<file path="config.mk">
export PLATFORM = sky130hd
export DESIGN_NAME = ultratank_input_conditioner
export DESIGN_NICKNAME = d
export VERILOG_FILES = /design/src/rtl/ultratank_input_conditioner.sv
export SDC_FILE = /design/constraint.sdc
export NUM_CORES = 1
export LEC_CHECK = 0
export CORE_MARGIN = 3
export CORE_UTILIZATION = 60
export DETAILED_ROUTE_END_ITERATION = 12
export PLACE_DENSITY = 0.77
export SETUP_SLACK_MARGIN = 0.2
export SKIP_LAST_GASP = 1
export SYNTH_ARGS = -nofsm -noshare
export SYNTH_HDL_FRONTEND = slang
export SYNTH_SLANG_ARGS = --single-unit
</file>
<file path="constraint.sdc">
create_clock -name clk_sys -period 2.6 [get_ports clk_sys]
set_input_delay 0.52 -clock clk_sys [delete_from_list [all_inputs] [get_ports clk_sys]]
set_output_delay 0.52 -clock clk_sys [all_outputs]
set_load 0.005 [all_outputs]
</file>
<file path="src/rtl/ultratank_input_conditioner.sv">
// Joystick/button conditioner for the ultra_tank core: sync, debounce, tread-lever
// encoding and coin pulse stretching, with active-low core polarities.
module ultratank_input_conditioner #(
    parameter int unsigned DEBOUNCE_CYCLES   = 12000,
    parameter int unsigned COIN_PULSE_CYCLES = 600000,
    parameter int unsigned CNT_W             = 20
) (
    input  logic       clk_sys,
    input  logic       Reset_n,
    input  logic       inhibit,
    input  logic [7:0] joy1,
    input  logic [7:0] joy2,
    output logic       JoyW_Fw_n,
    output logic       JoyW_Bk_n,
    output logic       JoyX_Fw_n,
    output logic       JoyX_Bk_n,
    output logic       JoyY_Fw_n,
    output logic       JoyY_Bk_n,
    output logic       JoyZ_Fw_n,
    output logic       JoyZ_Bk_n,
    output logic       FireA,
    output logic       FireB,
    output logic       Start1_n,
    output logic       Start2_n,
    output logic       Coin1_n,
    output logic       Coin2_n
);

    localparam logic [CNT_W-1:0] DebLast  = CNT_W'(DEBOUNCE_CYCLES - 1);
    localparam logic [CNT_W-1:0] CoinLast = CNT_W'(COIN_PULSE_CYCLES - 1);

    typedef enum logic {StIdle, StPulse} coin_st_e;

    logic [15:0]      sync1_q, sync2_q, deb_q, deb_d, accept;
    logic [CNT_W-1:0] cnt_q [16];
    logic [CNT_W-1:0] cnt_d [16];
    logic [1:0]       rise_q;
    logic [3:0]       lev1_n_q, lev2_n_q;
    logic [1:0]       fire_q, start_n_q;

    // Returns {lever1 Fw, lever1 Bk, lever2 Fw, lever2 Bk}, active-high, from {u,d,l,r}.
    function automatic logic [3:0] tread(input logic [3:0] udlr);
        case (udlr)
            4'b1000: tread = 4'b1010;
            4'b1010: tread = 4'b0010;
            4'b1001: tread = 4'b1000;
            4'b0001: tread = 4'b1001;
            4'b0101: tread = 4'b0100;
            4'b0100: tread = 4'b0101;
            4'b0110: tread = 4'b0001;
            4'b0010: tread = 4'b0110;
            default: tread = 4'b0000;
        endcase
    endfunction

    // A bit is accepted on the cycle its counter would reach DEBOUNCE_CYCLES.
    always_comb begin
        for (int i = 0; i < 16; i++) begin
            accept[i] = (sync2_q[i] != deb_q[i]) && (cnt_q[i] == DebLast);
            deb_d[i]  = accept[i] ? sync2_q[i] : deb_q[i];
            cnt_d[i]  = ((sync2_q[i] == deb_q[i]) || accept[i]) ? '0 : cnt_q[i] + 1'b1;
        end
    end

    always_ff @(posedge clk_sys or negedge Reset_n) begin
        if (!Reset_n) begin
            sync1_q <= '0;
            sync2_q <= '0;
            deb_q   <= '0;
            rise_q  <= '0;
            for (int i = 0; i < 16; i++) cnt_q[i] <= '0;
        end else begin
            sync1_q <= {joy2, joy1};
            sync2_q <= sync1_q;
            deb_q   <= deb_d;
            for (int i = 0; i < 16; i++) cnt_q[i] <= cnt_d[i];
            // Coin edges accepted during inhibit are dropped here.
            rise_q  <= {accept[15] & sync2_q[15], accept[7] & sync2_q[7]} & {2{~inhibit}};
        end
    end

    always_ff @(posedge clk_sys or negedge Reset_n) begin
        if (!Reset_n) begin
            lev1_n_q  <= 4'hF;
            lev2_n_q  <= 4'hF;
            fire_q    <= 2'b00;
            start_n_q <= 2'b11;
        end else if (inhibit) begin
            lev1_n_q  <= 4'hF;
            lev2_n_q  <= 4'hF;
            fire_q    <= 2'b00;
            start_n_q <= 2'b11;
        end else begin
            lev1_n_q  <= ~tread(deb_q[3:0]);
            lev2_n_q  <= ~tread(deb_q[11:8]);
            fire_q    <= {deb_q[12], deb_q[4]};
            start_n_q <= {~(deb_q[6] | deb_q[14]), ~(deb_q[5] | deb_q[13])};
        end
    end

    for (genvar p = 0; p < 2; p++) begin : g_coin
        coin_st_e         st_q;
        logic [CNT_W-1:0] pcnt_q;
        logic             coin_n_q;

        always_ff @(posedge clk_sys or negedge Reset_n) begin
            if (!Reset_n) begin
                st_q     <= StIdle;
                pcnt_q   <= '0;
                coin_n_q <= 1'b1;
            end else if (inhibit) begin
                st_q     <= StIdle;
                pcnt_q   <= '0;
                coin_n_q <= 1'b1;
            end else begin
                case (st_q)
                    StIdle: begin
                        if (rise_q[p]) begin
                            st_q     <= StPulse;
                            pcnt_q   <= CoinLast;
                            coin_n_q <= 1'b0;
                        end
                    end
                    StPulse: begin
                        if (pcnt_q == '0) begin
                            st_q     <= StIdle;
                            coin_n_q <= 1'b1;
                        end else begin
                            pcnt_q <= pcnt_q - 1'b1;
                        end
                    end
                    default: st_q <= StIdle;
                endcase
            end
        end
    end

    assign {JoyW_Fw_n, JoyW_Bk_n, JoyX_Fw_n, JoyX_Bk_n} = lev1_n_q;
    assign {JoyY_Fw_n, JoyY_Bk_n, JoyZ_Fw_n, JoyZ_Bk_n} = lev2_n_q;
    assign FireA    = fire_q[0];
    assign FireB    = fire_q[1];
    assign Start1_n = start_n_q[0];
    assign Start2_n = start_n_q[1];
    assign Coin1_n  = g_coin[0].coin_n_q;
    assign Coin2_n  = g_coin[1].coin_n_q;

endmodule

</file>
**After elaboration in Yosys (flattened, before gate mapping)**

Memories as Yosys holds them, arrays and structs flattened.
Index checks and enable logic that the tools add are counted.

- Muxes and demuxes: 46
- Bitwise operators: 12
- Eq/ne operators: 54
- Add/sub/neg operators: 18
- Reductions and logical operators: 38

Operators with widths:

| cell | number |
|---|---|
| 2-to-1 mux 20 bit | 22 |
| adder 20 x 1 -> 20 bit, second input constant | 16 |
| equality test 20 x 14 -> 1 bit, second input constant | 16 |
| one-hot mux 20 bit (2 select lines) | 2 |
| zero test 20 bit | 2 |
| subtractor 20 x 1 -> 20 bit, second input constant | 2 |
| equality test 1 bit | 16 |
| logical AND 1 bit | 16 |
| logical OR 1 bit | 16 |
| 2-to-1 mux 4 bit | 4 |
| != test 1 bit | 16 |
| 2-to-1 mux 1 bit | 12 |
| != test 3 bit, second input constant | 4 |
| inverter 4 bit | 2 |
| one-hot mux 1 bit (2 select lines) | 4 |
| AND reduction 2 bit | 4 |
| != test 3 x 2 -> 1 bit, second input constant | 2 |
| inverter 1 bit | 5 |
| 2-to-1 mux 2 bit | 2 |
| bitwise AND 1 bit | 2 |
| bitwise AND 2 bit | 1 |
| OR 1 bit | 2 |

- Memories kept: 2
- Bits in registers: 426
- Word-level logic and storage cells: 215
- Bits in read-only memories: 128

Memories:

| name | words | bits a word | rd ports | clocked after memory_dff | write ports | line | source |
|---|---|---|---|---|---|---|---|
| (no name shown) | 16 | 4 | 1 | 0 | 0 | 43 | `case (udlr)` |
| (no name shown) | 16 | 4 | 1 | 0 | 0 | 43 |  |

**Logic depth before layout (Yosys ltp)**

Gate-level depths: netlist of run 1.

- Depth after elaboration: 4
- Mapped depth: 8

**Least setup slack after synthesis of run 1**

Ideal clock, no wire load.

- Kind: register to register
- From: register cnt_q[140] (netlist name)
- To: register cnt_q[151] (netlist name)
- Path buffers: 2
- Library setup time: 0.119 ns
- Slack: 0.552 ns
- Cell stages (with the launch flop): 9
- Data arrival time: 1.929 ns
- Clock period less this slack: 2.048 ns
- Cell sequence: dfrtp_1 -> ha_1 -> nand4_1 -> or4_1 -> nor4_1 -> or2_1 -> buf_2 -> buf_4 -> nor2_1

RTL lines:

| element | line | source |
|---|---|---|
| start: declaration | 35 | `logic [CNT_W-1:0] cnt_q [16];` |

==> impl_metrics.py, run 1 <==
metrics = {
    "floorplan": {
        "initial_core_util": 0.6128,
        "ioPinCount": 33,
        "die_area_mm2": 0.03572,
        "die_w_um": 189.0,
        "core_area_mm2": 0.03278,
        "die_h_um": 189.0,
        "floorplan.rows": 66,
    },
    "power_and_ir_drop": {
        "p_comb_frac": 0.108,
        "seq_power_share": 0.464,
        "switchingPower_mw": 3.663,
        "pwr-share-clk": 0.429,
        "p_int_mw": 11.39,
        "ir_worst_vdd_mv": 0.4586,
        "swShare": 0.2433,
        "p_per_area_mw_per_mm2": 667.7,
        "p_leak_nw": 9.729,
    },
    "placement": {
        "port_buffers": 32,
        "gp_congestion": 0.8894,
        "dpl.hpwl_mm": 24.21,
        "placedInstanceArea_mm2": 0.02103,
    },
    "sta": {
        "slew_viol_final": 0,
        "rsz0062_at_grt": "no",
        "layout_min_cycle_time_ns": 2.210,
        "setup_viol": 0,
        "fin_tns_setup_ns": 0,
        "hold_viol": 0,
        "finalCritPeriodShare": 0.8500,
        "skew_ns": 0.01724,
        "fmax_ghz": 0.4525,
        "tightest_slew_ns": 0.8468,
        "relSlewSlack": 0.4311,
    },
    "synth": {
        "synth_area_leaders": "dfrtp_1 (52%), nor2_1 (7.8%), xor2_1 (7.8%)",
        "syn-cell-area_mm2": 0.02009,
        "syn_inst": 2023,
        "synth-edff-count": 0,
        "ys.flop_type": "dfrtp_1",
        "synth_top_area_frac": 0.5157,
        "ys_seq_area_frac": 0.5314,
        "yosysUniqueCellTypes": 60,
        "synth_seq_cells": 426,
        "synth_top_cell_by_area": "dfrtp_1",
        "syn_nets": 2062,
        "async_flop_share": 1.000,
        "yosys_warnings": 0,
        "avgSynthCellArea_um2": 9.931,
    },
    "setup_path": {
        "start_kind": "flip-flop",
        "cp-startpoint": "cnt_q[140]$_DFF_PN0_",
        "path_class": "reg -> reg",
        "worstPathArrival_ns": 2.61,
        "critPathMaxFanout": 18,
        "worst_setup_path_end_kind": "flip-flop",
        "rr_startpoint": "cnt_q[140]$_DFF_PN0_",
        "required_ns": 3.00,
    },
    "routing": {
        "vias_per_cell": 5.626,
        "ant_nets": 0,
        "drt_wl_total_mm": 36.94,
        "drc": 0,
        "wl_per_cell_um": 14.47,
        "vias": 14362,
        "detail_route.first_pass.iterations": 5,
        "drt-initial-drc-count": 809,
    },
    "flow_run": {
        "cap_violations": 0,
    },
    "finish": {
        "fin_area_mm2": 0.02255,
        "diodes": 0,
        "drive_above_1_share": 0.07200,
        "area_growth_pct": 12.24,
        "final_nets": 2117,
    },
    "cts": {
        "cts_made_buffers": 44,
        "cts_sinks": 426,
        "clockBufferDepth": 3,
        "clkLatencyLatePin_ns": 0.53,
        "path_clk_slew_ns": 0.06,
        "root_buffer": "clkbuf_16",
        "cts_tree": "yes",
        "cts_max_level": 2,
    },
    "hold_path": {
        "holdCritPathClass": "in -> reg",
        "hp-start": "inhibit",
    },
    "global_routing": {
        "antenna_found_initial": 0,
        "grt_pass1_wl_mm": 66.30,
        "grt_pass1_vias": 14591,
        "overflow": 0,
        "grt_max_degree": 61,
        "grt.total_usage": 0.2140,
    },
    "status": {
        "status": "finished clean",
    },
}
[power groups by stage]
stage,sequential (mW),clock [mW],combinational [mW]
floorplan,7.05,0,1.12
global placement,7.08,0,1.53
detailed placement,7.10,0,1.59
CTS,6.98,6.63,1.61
global route,7.01,6.91,1.80
finish,6.98,6.45,1.62
[through the flow]
step,cells,hold slack [ns],total power [mW],utilization,setup WS (ns)
final,2553,0.3020,15.06,0.6878,0.3899
after global routing,2553,0.2810,15.72,0.6878,0.2411
after CTS,2553,0.2740,15.22,0.6876,0.3059
after detailed placement,2473,0.3363,8.685,0.6416,0.3174
after global placement,2473,0.3321,8.613,0.6416,0.4845
after floorplan,2023,0.2244,8.176,-,0.5519
[sequential cells by signal, summed over array words and instances (netlist names), 4 cells and up]
register and count:
lev2_n_q 4, lev1_n_q 4, g_coin.pcnt_q 40, cnt_q 320, deb_q 16, sync2_q 16
sync1_q 16
[path summary, 6_finish.rpt]
check,end,slack (ns),cells after the start
worst max-delay path,cnt_q[153]$_DFF_PN0_,0.39,7
worst min-delay path,g_coin[0].pcnt_q[9]$_DFFE_PN0P_,0.30,2
worst max register to register,cnt_q[153]$_DFF_PN0_,0.39,7
worst min register to register,sync2_q[15]$_DFF_PN0_,0.35,0
max in group asynchronous,cnt_q[17]$_DFF_PN0_,1.25,3
min in group asynchronous,cnt_q[67]$_DFF_PN0_,0.52,2
[metal layers]
| layer | global-route usage | up-vias | wire length [um] |
|---|---|---|---|
| li1 | - | 7031 | - |
| met1 | 0.2940 | 7074 | 17110 |
| met3 | 0.03018 | 47 | 1274 |
| met2 | 0.3630 | 210 | 18030 |
| met5 | 0 | - | 0 |
| met4 | 0.05385 | 0 | 520 |
[placed cells by master, fill, tap and decap left out, drive strengths merged, types with 9 or more instances in the layout]
cell	count
clkdlybuf4s50	30
clkbuf	64
xnor2	133
mux2	17
nand3	129
nor3	64
or3	9
or2	18
nand2	121
buf	31
nand4	87
and3	48
nor2b	11
dfstp	12
or4	19
o21ai	19
xor2	178
and2	14
nor4	50
nor4b	15
a21oi	21
nor2	418
and4	31
ha	20
a211oi	14
dfrtp	414
inv	50
[worst max-delay path: stages, from the launching register on]
cell and delay [ns]:
dfrtp_1 0.39, ha_1 0.22, nand4_1 0.23, or4_1 0.45, nor4_1 0.34, or2_1 0.16, buf_4 0.21, nor2_1 0.08
[cell type report]
class | count | area, um^2
Clock inverter | 15 | 232.7
Timing Repair Buffer | 62 | 623.1
Tap cell | 442 | 553.0
Clock buffer | 64 | 1267
Sequential cell | 426 | 10680
Inverter | 50 | 187.7
Multi-Input combinational cell | 1494 | 9010
Fill cell | 2478 | 10230
[logic make-up (layout without fill, tap and decap cells)]
logic type / count (synthesis) / in the layout / share of synthesized area
and+or+nand+nor: 1054 / 1054 / 0.2598
DFF: 426 / 426 / 0.5314
xor gates and xnor gates: 311 / 311 / 0.1356
buffers and inverters: 103 / 191 / 0.02049
AOI/OAI and AO/OA: 88 / 88 / 0.02884
muxes: 21 / 21 / 0.01152
adders and majority gates: 20 / 20 / 0.01246
[synth_stat cells, drive strengths merged (2+ instances only)]
library cell and count:
nor2 418, dfrtp 414, xor2 178, xnor2 133
nand3 129, nand2 121, nand4 87, nor3 64
inv 50, nor4 50, and3 48, and4 31
clkbuf 31, buf 22, a21oi 21, ha 20
o21ai 19, or4 19, or2 18, mux2 17
nor4b 15, a211oi 14, and2 14, dfstp 12
nor2b 11, or3 9, a311oi 6, o31ai 6
a31oi 5, nand4b 5, nor3b 5, a31o 4
mux2i 4, nand3b 4, nand2b 3, o22ai 2
[repair_timing]
| item | 4_1_cts | 5_1_grt |
|---|---|---|
| resized for setup | 0 | 2 |
| setup buffers | 0 | 0 |
| hold buffers | 1 | 0 |
| endpoints found under the setup margin | 0 | 10 |
| endpoints found under the hold margin | 49 | 0 |
(Power assumes the default switching activity.)
==> run 2, diff against run 1 <==
--- a/config.mk
+++ b/config.mk
@@ -6,7 +6,7 @@
 export NUM_CORES = 1
 export LEC_CHECK = 0
 export CORE_MARGIN = 3
-export CORE_UTILIZATION = 60
+export CORE_UTILIZATION = 57
 export DETAILED_ROUTE_END_ITERATION = 12
 export PLACE_DENSITY = 0.77
 export SETUP_SLACK_MARGIN = 0.2
==> constraint.sdc (replaced) <==
create_clock -name clk_sys -period 1.94 [get_ports clk_sys]
set_input_delay 0.388 -clock clk_sys [delete_from_list [all_inputs] [get_ports clk_sys]]
set_output_delay 0.388 -clock clk_sys [all_outputs]
set_load 0.005 [all_outputs]
==> run 2 against run 1 <==
Against the previous run: the run now ends with setup timing left; sequential power increased by 34%; utilization grew 6.4 points; clock power grew 34%; largest cell class unchanged; register-to-register slack lost 0.55 ns; clock skew grew 0.0064 ns; non-clock buffer count is 199 higher; design area up 15%; fmax increased by 5.4%; hold slack worse by 0.042 ns; highest routed layer unchanged; global-route usage increased by 1.4 points; first-iteration DRC count rose by 31%; die area rose by 5.1%.
==> impl_metrics.py, run 2 (synthesis results as in run 1) <==
metrics = {
    "status": {
        "status": "finished with violations",
        "violations": "setup timing",
    },
    "setup_path": {
        "start_kind": "flip-flop",
        "reg2reg_slack_ns": -0.16,
        "required_ns": 2.43,
        "rr_startpoint": "g_coin[0].pcnt_q[8]$_DFFE_PN0P_",
        "path_class": "reg -> reg",
        "worst_setup_path_end_kind": "flip-flop",
        "critPathMaxFanout": 3,
        "worstPathArrival_ns": 2.59,
        "r2r-end": "g_coin[0].pcnt_q[15]$_DFFE_PN0P_",
        "rr_worst_depth": 7,
    },
    "global_routing": {
        "grt_max_degree": 70,
        "grt.total_usage": 0.2278,
        "grt_pass1_wl_mm": 73.77,
        "grt_pass1_vias": 15727,
        "overflow": 0,
        "antenna_found_initial": 0,
    },
    "placement": {
        "pre_cts_ws_ns": -0.07532,
        "port_buffers": 32,
        "gp_congestion": 0.8898,
        "dpl.hpwl_mm": 25.75,
        "dp_cells": 2556,
    },
    "sta": {
        "rsz0062_at_grt": "yes",
        "skew_ns": 0.02360,
        "tightest_slew_ns": 0.7598,
        "relSlewSlack": 0.4907,
        "hold_viol": 0,
        "holdWs_ns": 0.2605,
        "setup_ws_ns": -0.1563,
        "setup_viol": 37,
        "layout_min_cycle_time_ns": 2.096,
        "fmax_ghz": 0.4770,
        "finalCritPeriodShare": 1.081,
        "slew_viol_final": 0,
    },
    "finish": {
        "n_fill_cell": 2112,
        "final_common_cell": "dfrtp_1",
        "drive_above_1_share": 0.2636,
        "largest-register": "cnt_q",
        "final_nets": 2332,
        "area_growth_pct": 29.52,
        "stdcell_count": 2784,
        "reg_top3": "cnt_q: 320 flops, g_coin.pcnt_q: 40 flops",
        "diodes": 0,
        "layout_common_cells": "dfrtp_1 (399), nor2_1 (342), buf_4 (176)",
        "largest_reg_flops": 320,
    },
    "floorplan": {
        "core_area_mm2": 0.03463,
        "initial_core_util": 0.5802,
        "die_w_um": 193.7,
        "ioPinCount": 33,
        "floorplan.rows": 68,
        "die_area_mm2": 0.03754,
        "die_h_um": 193.7,
    },
    "cts": {
        "root_buffer": "clkbuf_16",
        "path_clk_slew_ns": 0.06,
        "cts_made_buffers": 46,
        "cts_tree": "yes",
        "clockBufferDepth": 3,
        "cts_max_level": 2,
        "cts_sinks": 426,
        "clkLatencyLatePin_ns": 0.57,
    },
    "hold_path": {
        "holdCritPathClass": "in -> reg",
        "whs_path_depth": 1,
        "hp-start": "joy2[5]",
        "min_to": "sync1_q[13]$_DFF_PN0_",
    },
    "flow_run": {
        "cap_violations": 0,
    },
    "routing": {
        "vias": 16258,
        "drt_wl_total_mm": 49.59,
        "vias_per_cell": 5.840,
        "wl_per_cell_um": 17.81,
        "detail_route.first_pass.iterations": 6,
        "drc": 0,
        "drt-initial-drc-count": 1058,
        "ant_nets": 0,
    },
    "power_and_ir_drop": {
        "ir_worst_vdd_mv": 0.9713,
        "p_leak_nw": 11.20,
        "p_per_area_mw_per_mm2": 862.0,
    },
}
## run 2: cell count changes in the layout (fill, tap and decap cells not counted), sizes merged, moves of 7 or more
cell and change:
clkinv +7, dlygate4sd2 +12, or2 +14, clkdlybuf4s50 -14, buf +195, clkbuf +8
## run 2: metrics by stage
step / instance area [um^2] / utilization / power, mW / TNS (ns)
2_1_floorplan: 20300 / - / 11.07 / -0.01633
3_3_place_gp: 21740 / 0.6278 / 12.06 / -0.07419
3_5_place_dp: 21740 / 0.6278 / 12.16 / -0.4129
4_1_cts: 24320 / 0.7023 / 21.51 / -0.2568
5_1_grt: 26020 / 0.7514 / 23.24 / -5.928
6_report: 26020 / 0.7514 / 22.43 / -2.414
## run 2: critical path, cell delays in order, from the launching register on
cell and delay (ns):
dfrtp_1 0.39, buf_4 0.16, nor4_2 0.25, buf_4 0.17, nand3_1 0.10, or4_4 0.44, or3_4 0.35, a21oi_2 0.16
## run 2: repair_timing
item,in CTS,in global routing
pin swaps,55,126
setup endpoints to repair,308,334
gates resized for setup,121,251
gates cloned,10,17
hold buffers,1,0
endpoints found under the hold margin,32,0
buffers inserted,55,61
## run 2: final cells by class
class                   count  area, um^2  share of cell area
clock buffers              66        1348             0.05179
repair buffers            261        2536             0.09747
inverters                  50       187.7            0.007213
clock inverters            18       148.9            0.005722
well taps                 455       569.3             0.02188
multi-input cells        1508       10540              0.4050
flip-flops and latches    426       10690              0.4110
## run 2: worst max-delay path by stage
stage	end	slack, ns	from
after global placement	g_coin[0].pcnt_q[13]$_DFFE_PN0P_	-0.03	g_coin[0].pcnt_q[12]$_DFFE_PN0P_
after floorplan	g_coin[0].pcnt_q[18]$_DFFE_PN0P_	-0.02	g_coin[0].pcnt_q[8]$_DFFE_PN0P_
after CTS	g_coin[0].pcnt_q[15]$_DFFE_PN0P_	-0.06	g_coin[0].pcnt_q[8]$_DFFE_PN0P_
final	g_coin[0].pcnt_q[15]$_DFFE_PN0P_	-0.16	g_coin[0].pcnt_q[8]$_DFFE_PN0P_
after detailed placement	g_coin[0].pcnt_q[19]$_DFFE_PN0P_	-0.08	g_coin[0].pcnt_q[8]$_DFFE_PN0P_
after global routing	g_coin[0].pcnt_q[17]$_DFFE_PN0P_	-0.26	g_coin[0].pcnt_q[10]$_DFFE_PN0P_
## run 2: metal layers
layer | vias to the layer above | GRT usage | share of wire
li1 | 7504 | - | -
met2 | 467 | 0.3802 | 0.51
met1 | 8137 | 0.3046 | 0.42
met3 | 150 | 0.03371 | 0.045
met5 | - | 0 | 0
met4 | 0 | 0.08760 | 0.032
## run 2: power by group
| group | total, mW | internal (mW) | switching [mW] |
|---|---|---|---|
| Sequential | 9.38 | 9.12 | 0.256 |
| Combinational | 4.38 | 2.17 | 2.20 |
| Clock | 8.67 | 5.09 | 3.58 |
| Total | 22.4 | 16.4 | 6.04 |
==> run 3, diff against run 2 <==
--- a/config.mk
+++ b/config.mk
@@ -11,6 +11,7 @@
 export PLACE_DENSITY = 0.77
 export SETUP_SLACK_MARGIN = 0.2
 export SKIP_LAST_GASP = 1
+export SLEW_MARGIN = 25
 export SYNTH_ARGS = -nofsm -noshare
 export SYNTH_HDL_FRONTEND = slang
 export SYNTH_SLANG_ARGS = --single-unit
==> results of run 3 <==
Same layout as run 2: the final DEF is identical, and so are final timing and power.
